File: src/rtl/adder_pkg.sv
// Shared constants, payload types and packed-slice helpers for the arbitrated adder.
package adder_pkg;

  localparam int unsigned ADD_W = 32;

  typedef struct packed {
    logic [ADD_W-1:0] a;
    logic [ADD_W-1:0] b;
    logic             cin;
  } add_op_t;

  typedef struct packed {
    logic [ADD_W-1:0] sum;
    logic             cout;
  } add_res_t;

  // Requester index width; a single requester still needs one bit.
  function automatic int unsigned id_w(input int unsigned n);
    return (n > 1) ? $clog2(n) : 1;
  endfunction

  // Low bit of requester idx inside a packed operand bus.
  function automatic int unsigned slice_lo(input int unsigned idx);
    return idx * ADD_W;
  endfunction

endpackage

File: src/rtl/adder_arbiter_add32.sv
// The shared 32-bit adder: sum and carry-out of a + b + cin.
module adder_arbiter_add32
  import adder_pkg::*;
(
  input  add_op_t  op,
  output add_res_t res_c
);

  logic [ADD_W:0] full;

  assign full       = {1'b0, op.a} + {1'b0, op.b} + (ADD_W+1)'(op.cin);
  assign res_c.sum  = full[ADD_W-1:0];
  assign res_c.cout = full[ADD_W];

endmodule

File: src/rtl/adder_arbiter.sv
// Round-robin arbiter sharing one 32-bit adder among N_REQ requesters,
// with a single registered result slot that supports one op per cycle.
module adder_arbiter
  import adder_pkg::*;
#(
  parameter int unsigned N_REQ = 4,
  parameter int unsigned WIDTH = 32
) (
  input  logic                     clk,
  input  logic                     rst_n,
  input  logic [N_REQ-1:0]         req_valid,
  output logic [N_REQ-1:0]         req_ready,
  input  logic [N_REQ*WIDTH-1:0]   req_a,
  input  logic [N_REQ*WIDTH-1:0]   req_b,
  input  logic [N_REQ-1:0]         req_cin,
  output logic                     rsp_valid,
  input  logic                     rsp_ready,
  output logic [WIDTH-1:0]         rsp_sum,
  output logic                     rsp_cout,
  output logic [$clog2(N_REQ)-1:0] rsp_id
);

  localparam int unsigned ID_W = id_w(N_REQ);

  logic [ID_W-1:0]  ptr_q;
  logic [ID_W-1:0]  winner;
  logic             found;
  logic [N_REQ-1:0] grant_oh;
  logic             can_accept;
  logic             req_hs;
  int unsigned      idx;
  add_op_t          op;
  add_res_t         res;

  // Round-robin search starting at ptr_q, first valid requester wins.
  always_comb begin
    found  = 1'b0;
    winner = '0;
    idx    = 0;
    for (int unsigned k = 0; k < N_REQ; k++) begin
      idx = (32'(ptr_q) + k) % N_REQ;
      if (!found && req_valid[ID_W'(idx)]) begin
        found  = 1'b1;
        winner = ID_W'(idx);
      end
    end
  end

  assign grant_oh   = found ? (N_REQ'(1) << winner) : '0;
  assign can_accept = !rsp_valid || rsp_ready;
  // Ready depends only on valids, pointer and result slot; never on operands.
  assign req_ready  = (rst_n && can_accept) ? grant_oh : '0;
  assign req_hs     = |(req_valid & req_ready);

  // One-hot AND-OR operand mux into the single adder.
  always_comb begin
    op = '0;
    for (int unsigned i = 0; i < N_REQ; i++) begin
      op.a   = op.a | ({ADD_W{grant_oh[i]}} & req_a[slice_lo(i) +: ADD_W]);
      op.b   = op.b | ({ADD_W{grant_oh[i]}} & req_b[slice_lo(i) +: ADD_W]);
      op.cin = op.cin | (grant_oh[i] & req_cin[i]);
    end
  end

  adder_arbiter_add32 u_add (
    .op    (op),
    .res_c (res)
  );

  // Result slot and pointer; a handshake reloads even while draining.
  always_ff @(posedge clk or negedge rst_n) begin
    if (!rst_n) begin
      rsp_valid <= 1'b0;
      rsp_sum   <= '0;
      rsp_cout  <= 1'b0;
      rsp_id    <= '0;
      ptr_q     <= '0;
    end else if (req_hs) begin
      rsp_valid <= 1'b1;
      rsp_sum   <= res.sum;
      rsp_cout  <= res.cout;
      rsp_id    <= winner;
      ptr_q     <= (winner == ID_W'(N_REQ-1)) ? '0 : winner + ID_W'(1);
    end else if (rsp_ready) begin
      rsp_valid <= 1'b0;
    end
  end

endmodule

File: config.mk
export PLATFORM = sky130hd
export DESIGN_NAME = adder_arbiter
export DESIGN_NICKNAME = d
export VERILOG_FILES = /design/src/rtl/adder_pkg.sv /design/src/rtl/adder_arbiter_add32.sv /design/src/rtl/adder_arbiter.sv
export SDC_FILE = /design/constraint.sdc
export NUM_CORES = 1
export LEC_CHECK = 0
export CORE_AREA = 2 2 119 121
export CTS_CLUSTER_DIAMETER = 30
export DETAILED_ROUTE_END_ITERATION = 6
export DIE_AREA = 0 0 121 123
export GPL_TIMING_DRIVEN = 0
export HOLD_SLACK_MARGIN = 0.1
export PLACE_DENSITY = 0.79
export SLEW_MARGIN = 25
export SYNTH_ARGS = -nofsm -noshare
export SYNTH_HDL_FRONTEND = slang
export SYNTH_HIERARCHICAL = 1
export SYNTH_SLANG_ARGS = --single-unit
File: constraint.sdc
create_clock -name clk -period 11.2 [get_ports clk]
set_clock_uncertainty 0.05 [all_clocks]
set_input_delay 2.24 -clock clk [delete_from_list [all_inputs] [get_ports clk]]
set_output_delay 2.24 -clock clk [all_outputs]
set_load 0.01 [all_outputs]
==> Flow_metrics.wiki <==
{| class="wikitable"
! Metric !! Value
|-
| Biggest area consumer among synthesized cells || sky130_fd_sc_hd__a22oi_1
|-
| Number of flops mapped to enable cells by yosys || 0
|-
| Top cells by area in the synthesized netlist || sky130_fd_sc_hd__a22oi_1, sky130_fd_sc_hd__dfrtp_1, sky130_fd_sc_hd__a21oi_1, sky130_fd_sc_hd__ha_1, sky130_fd_sc_hd__mux2_2
|-
| Layout cells sized above 1 || 7.08%
|-
| Net count of the mapped netlist || 879
|-
| Starting Density || 35.5%
|-
| Run status || complete, no violations
|-
| Final weighted congestion in routability-driven placement || 1.05
|-
| Cell Area, Synth || 4830 µm²
|-
| Post-Synthesis Cells || 575
|-
| Setup violations, final || 0
|-
| End of the worst register-to-register path || rsp_sum[28]$_DFFE_PN0P_
|-
| Number of nets in the finished design || 1193
|-
| Depth of the worst register-to-register path || 19
|-
| Maximum clock path buffer count || 2
|-
| Max Cap Violations || 0
|-
| Hold-fix buffer count after cts || 0
|-
| Data required time of the worst path || 8.91 ns
|-
| Number of filler cells placed in the layout || 1266
|-
| Most frequently used cell type in the post-synthesis netlist || sky130_fd_sc_hd__a22oi_1
|-
| Cell mode on critical path || sky130_fd_sc_hd__clkdlybuf4s50_1
|-
| Number of flip-flops and latches in the synthesized netlist || 38
|-
| Unique masters post-synth || 63
|-
| Worst Tran Pin Value || 0.962 ns
|-
| Number of antenna violations at the first check in global routing || 2
|-
| Setup TNS Final || 0 ns
|-
| Row count || 43
|-
| Top cell types by occurrence after synthesis || sky130_fd_sc_hd__a22oi_1, sky130_fd_sc_hd__a21oi_1, sky130_fd_sc_hd__dfrtp_1
|-
| Worst stage delay on the critical path || 0.68 ns
|-
| PD cells || 294 nW/µm²
|-
| Unrepaired setup endpoints after global routing || no
|-
| RR Startpoint || ptr_q[1]$_DFFE_PN0P_
|-
| Horizontal extent of the die || 121 µm
|-
| Starting DRT DRC Count || 544
|-
| CTS tree || done
|-
| Part of the Yosys area used for sequential elements || 19.7%
|-
| Antenna-violating nets left || 0
|-
| CTS HTree Levels || 2
|-
| Layout overhead on the synthesized area || 71.5%
|-
| Relative slew slack || 35.8%
|-
| Total core area || 13600 µm²
|-
| Sequence of cells on the critical path || clkdlybuf4s50_1 -> nor3b_1 -> a2111oi_0 -> nor2_1 -> inv_1 -> ha_1 -> clkbuf_1 -> buf_1 -> and2_1 -> clkdlybuf4s50_1
|-
| Overall via count from detail_route || 6447
|-
| Detailed-route wire length per cell || 23.0 µm
|-
| Lkg Pwr || 3.27 nW
|-
| Startpoint type of the worst setup path || primary input
|-
| Post-DR vias/cell || 6.03
|-
| Setup CP Type || primary input to output port
|-
| Clock latency on the worst-skew pair || 0.28 ns
|-
| CTS Root Buffer Type || sky130_fd_sc_hd__clkbuf_16
|-
| Worst Path Max Fanout || 10
|-
| Routed Wire Length || 24600 µm
|-
| Nature of the critical path endpoint || output port
|-
| Overall routing resource usage || 31.6%
|-
| Vias in the first global route || 6246
|-
| Worst min-delay path category || flip-flop to flip-flop
|-
| Num CTS Buffers || 5
|-
| Pin count of the biggest net entering global routing || 24
|-
| Area of the die || 14900 µm²
|-
| Detail Placement HPWL || 19400 µm
|-
| Register-to-register path setup slack || 5.42 ns
|-
| Number of buffers inserted by post-CTS setup repair || 0
|-
| Total of buffers placed on input and output ports || 306
|-
| Most used flip-flop cell after synthesis || sky130_fd_sc_hd__dfrtp_1
|-
| Fin cells || 1070
|-
| GRT overflow || 0
|-
| First-pass DRT Iterations || 7
|-
| Post-layout min period || 8.09 ns
|-
| Io pins || 307
|-
| Worst setup startpoint || req_valid[1]
|-
| DRC violation count after routing || 0
|-
| Post-CTS Resized || 0
|-
| Upper clock frequency limit || 0.124 GHz
|-
| Critical path destination || req_ready[1]
|-
| Die height || 123 µm
|-
| Yosys warnings || 6
|-
| Mapped Avg Cell Area || 8.39 µm²
|-
| Cell total after placement || 1062
|-
| Final hold violations || 0
|-
| Part of the cycle the worst path needs || 72.2%
|-
| First-pass GRT wire length || 35600 µm
|-
| Area share of the largest cell type after synthesis || 20.2%
|-
| Worst voltage drop across the vdd grid || 0.143 mV
|-
| Post-CTS clock slew at the launch and capture registers of the worst setup and hold paths || 0.06 ns
|-
| Antenna cell count || 0
|-
| Fraction of registers with async set/reset || 100%
|-
| Sink Count || 38
|-
| Arrival time at the worst endpoint || 5.80 ns
|-
| Max Slew Vio Count || 0
|-
| Master of the slowest instance on the critical path || sky130_fd_sc_hd__buf_1
|}
[registers in the layout (all words and copies together), names as in the netlist]
signal,cells
ptr_q,2
rsp_cout,1
rsp_id,2
rsp_sum,32
rsp_valid,1
[layout by cell type (no fill, tap or decap), types with 9 or more instances in the layout]
cell and instances:
sky130_fd_sc_hd__clkbuf_1 29, sky130_fd_sc_hd__xor2_1 14, sky130_fd_sc_hd__a22oi_1 130, sky130_fd_sc_hd__nand2_1 26
sky130_fd_sc_hd__xnor2_1 14, sky130_fd_sc_hd__buf_1 9, sky130_fd_sc_hd__o21ai_0 16, sky130_fd_sc_hd__nor2_1 19
sky130_fd_sc_hd__mux2_2 27, sky130_fd_sc_hd__ha_1 35, sky130_fd_sc_hd__dfrtp_1 38, sky130_fd_sc_hd__a21oi_1 97
sky130_fd_sc_hd__clkdlybuf4s50_1 305, sky130_fd_sc_hd__a21o_1 15
[how the worst min path moves through the flow]
stage	start	end	slack, ns	cells past startpoint
after floorplan	rsp_id[0]$_DFFE_PN0P_	rsp_id[0]$_DFFE_PN0P_	0.46	2
after global placement	rsp_id[0]$_DFFE_PN0P_	rsp_id[0]$_DFFE_PN0P_	0.41	2
after detailed placement	rsp_id[0]$_DFFE_PN0P_	rsp_id[0]$_DFFE_PN0P_	0.43	2
after CTS	rsp_id[0]$_DFFE_PN0P_	rsp_id[0]$_DFFE_PN0P_	0.45	2
after global routing	rsp_id[0]$_DFFE_PN0P_	rsp_id[0]$_DFFE_PN0P_	0.47	2
final	rsp_id[0]$_DFFE_PN0P_	rsp_id[0]$_DFFE_PN0P_	0.44	2
[metrics by stage]
step	power (W)	hold slack [ns]	utilization, %	instance area, µm²	worst slack, ns
5_1_grt	0.00260	0.466	60.8	8280	2.93
4_1_cts	0.00239	0.447	60.8	8280	3.14
6_report	0.00243	0.438	60.8	8280	3.11
3_5_place_dp	0.00222	0.432	59.7	8130	3.15
3_3_place_gp	0.00220	0.413	59.6	8110	3.15
2_1_floorplan	0.00158	0.460	-	4830	4.93
[metal layers]
layer / GRT usage, % / share of wire [%]
met5: 0 / 0.053
met4: 10.5 / 3.1
met3: 8.67 / 11
met2: 52.5 / 47
met1: 39.7 / 39
[critical path: cells and delay by family]
kind	cells	cell delay [ns]
compound gates	1	0.35
buf+inv	5	2.48
simple gates	3	0.48
fa+ha+maj	1	0.23
[logic make-up after synthesis]
kind of cell             count (synthesis)  synth area share, %
adder cells (fa/ha/maj)                 37                 9.90
AO/OA/AOI/OAI                          299                 42.1
flip-flops                              38                 19.7
XOR/XNOR                                28                 5.08
multiplexers                            37                 9.15
AND/OR/NAND/NOR                         85                 8.94
buffers and inverters                   51                 5.08
[cell type report]
type	count	area (µm²)	share of cell area, %
multi-input cells	486	3630	43.9
repair buffers	307	3080	37.2
flip-flops and latches	38	951	11.5
well taps	180	225	2.72
plain buffers	44	219	2.65
clock buffers	7	143	1.72
inverters	7	26.3	0.317
clock inverters	1	5.00	0.0605
[where the power goes]
| part | internal [W] | switching, W |
|---|---|---|
| clock network | 0.0000885 | 0.0000603 |
| registers | 0.000212 | 0.0000380 |
| logic | 0.000899 | 0.00113 |
Power figures use the tool's default switching activity.
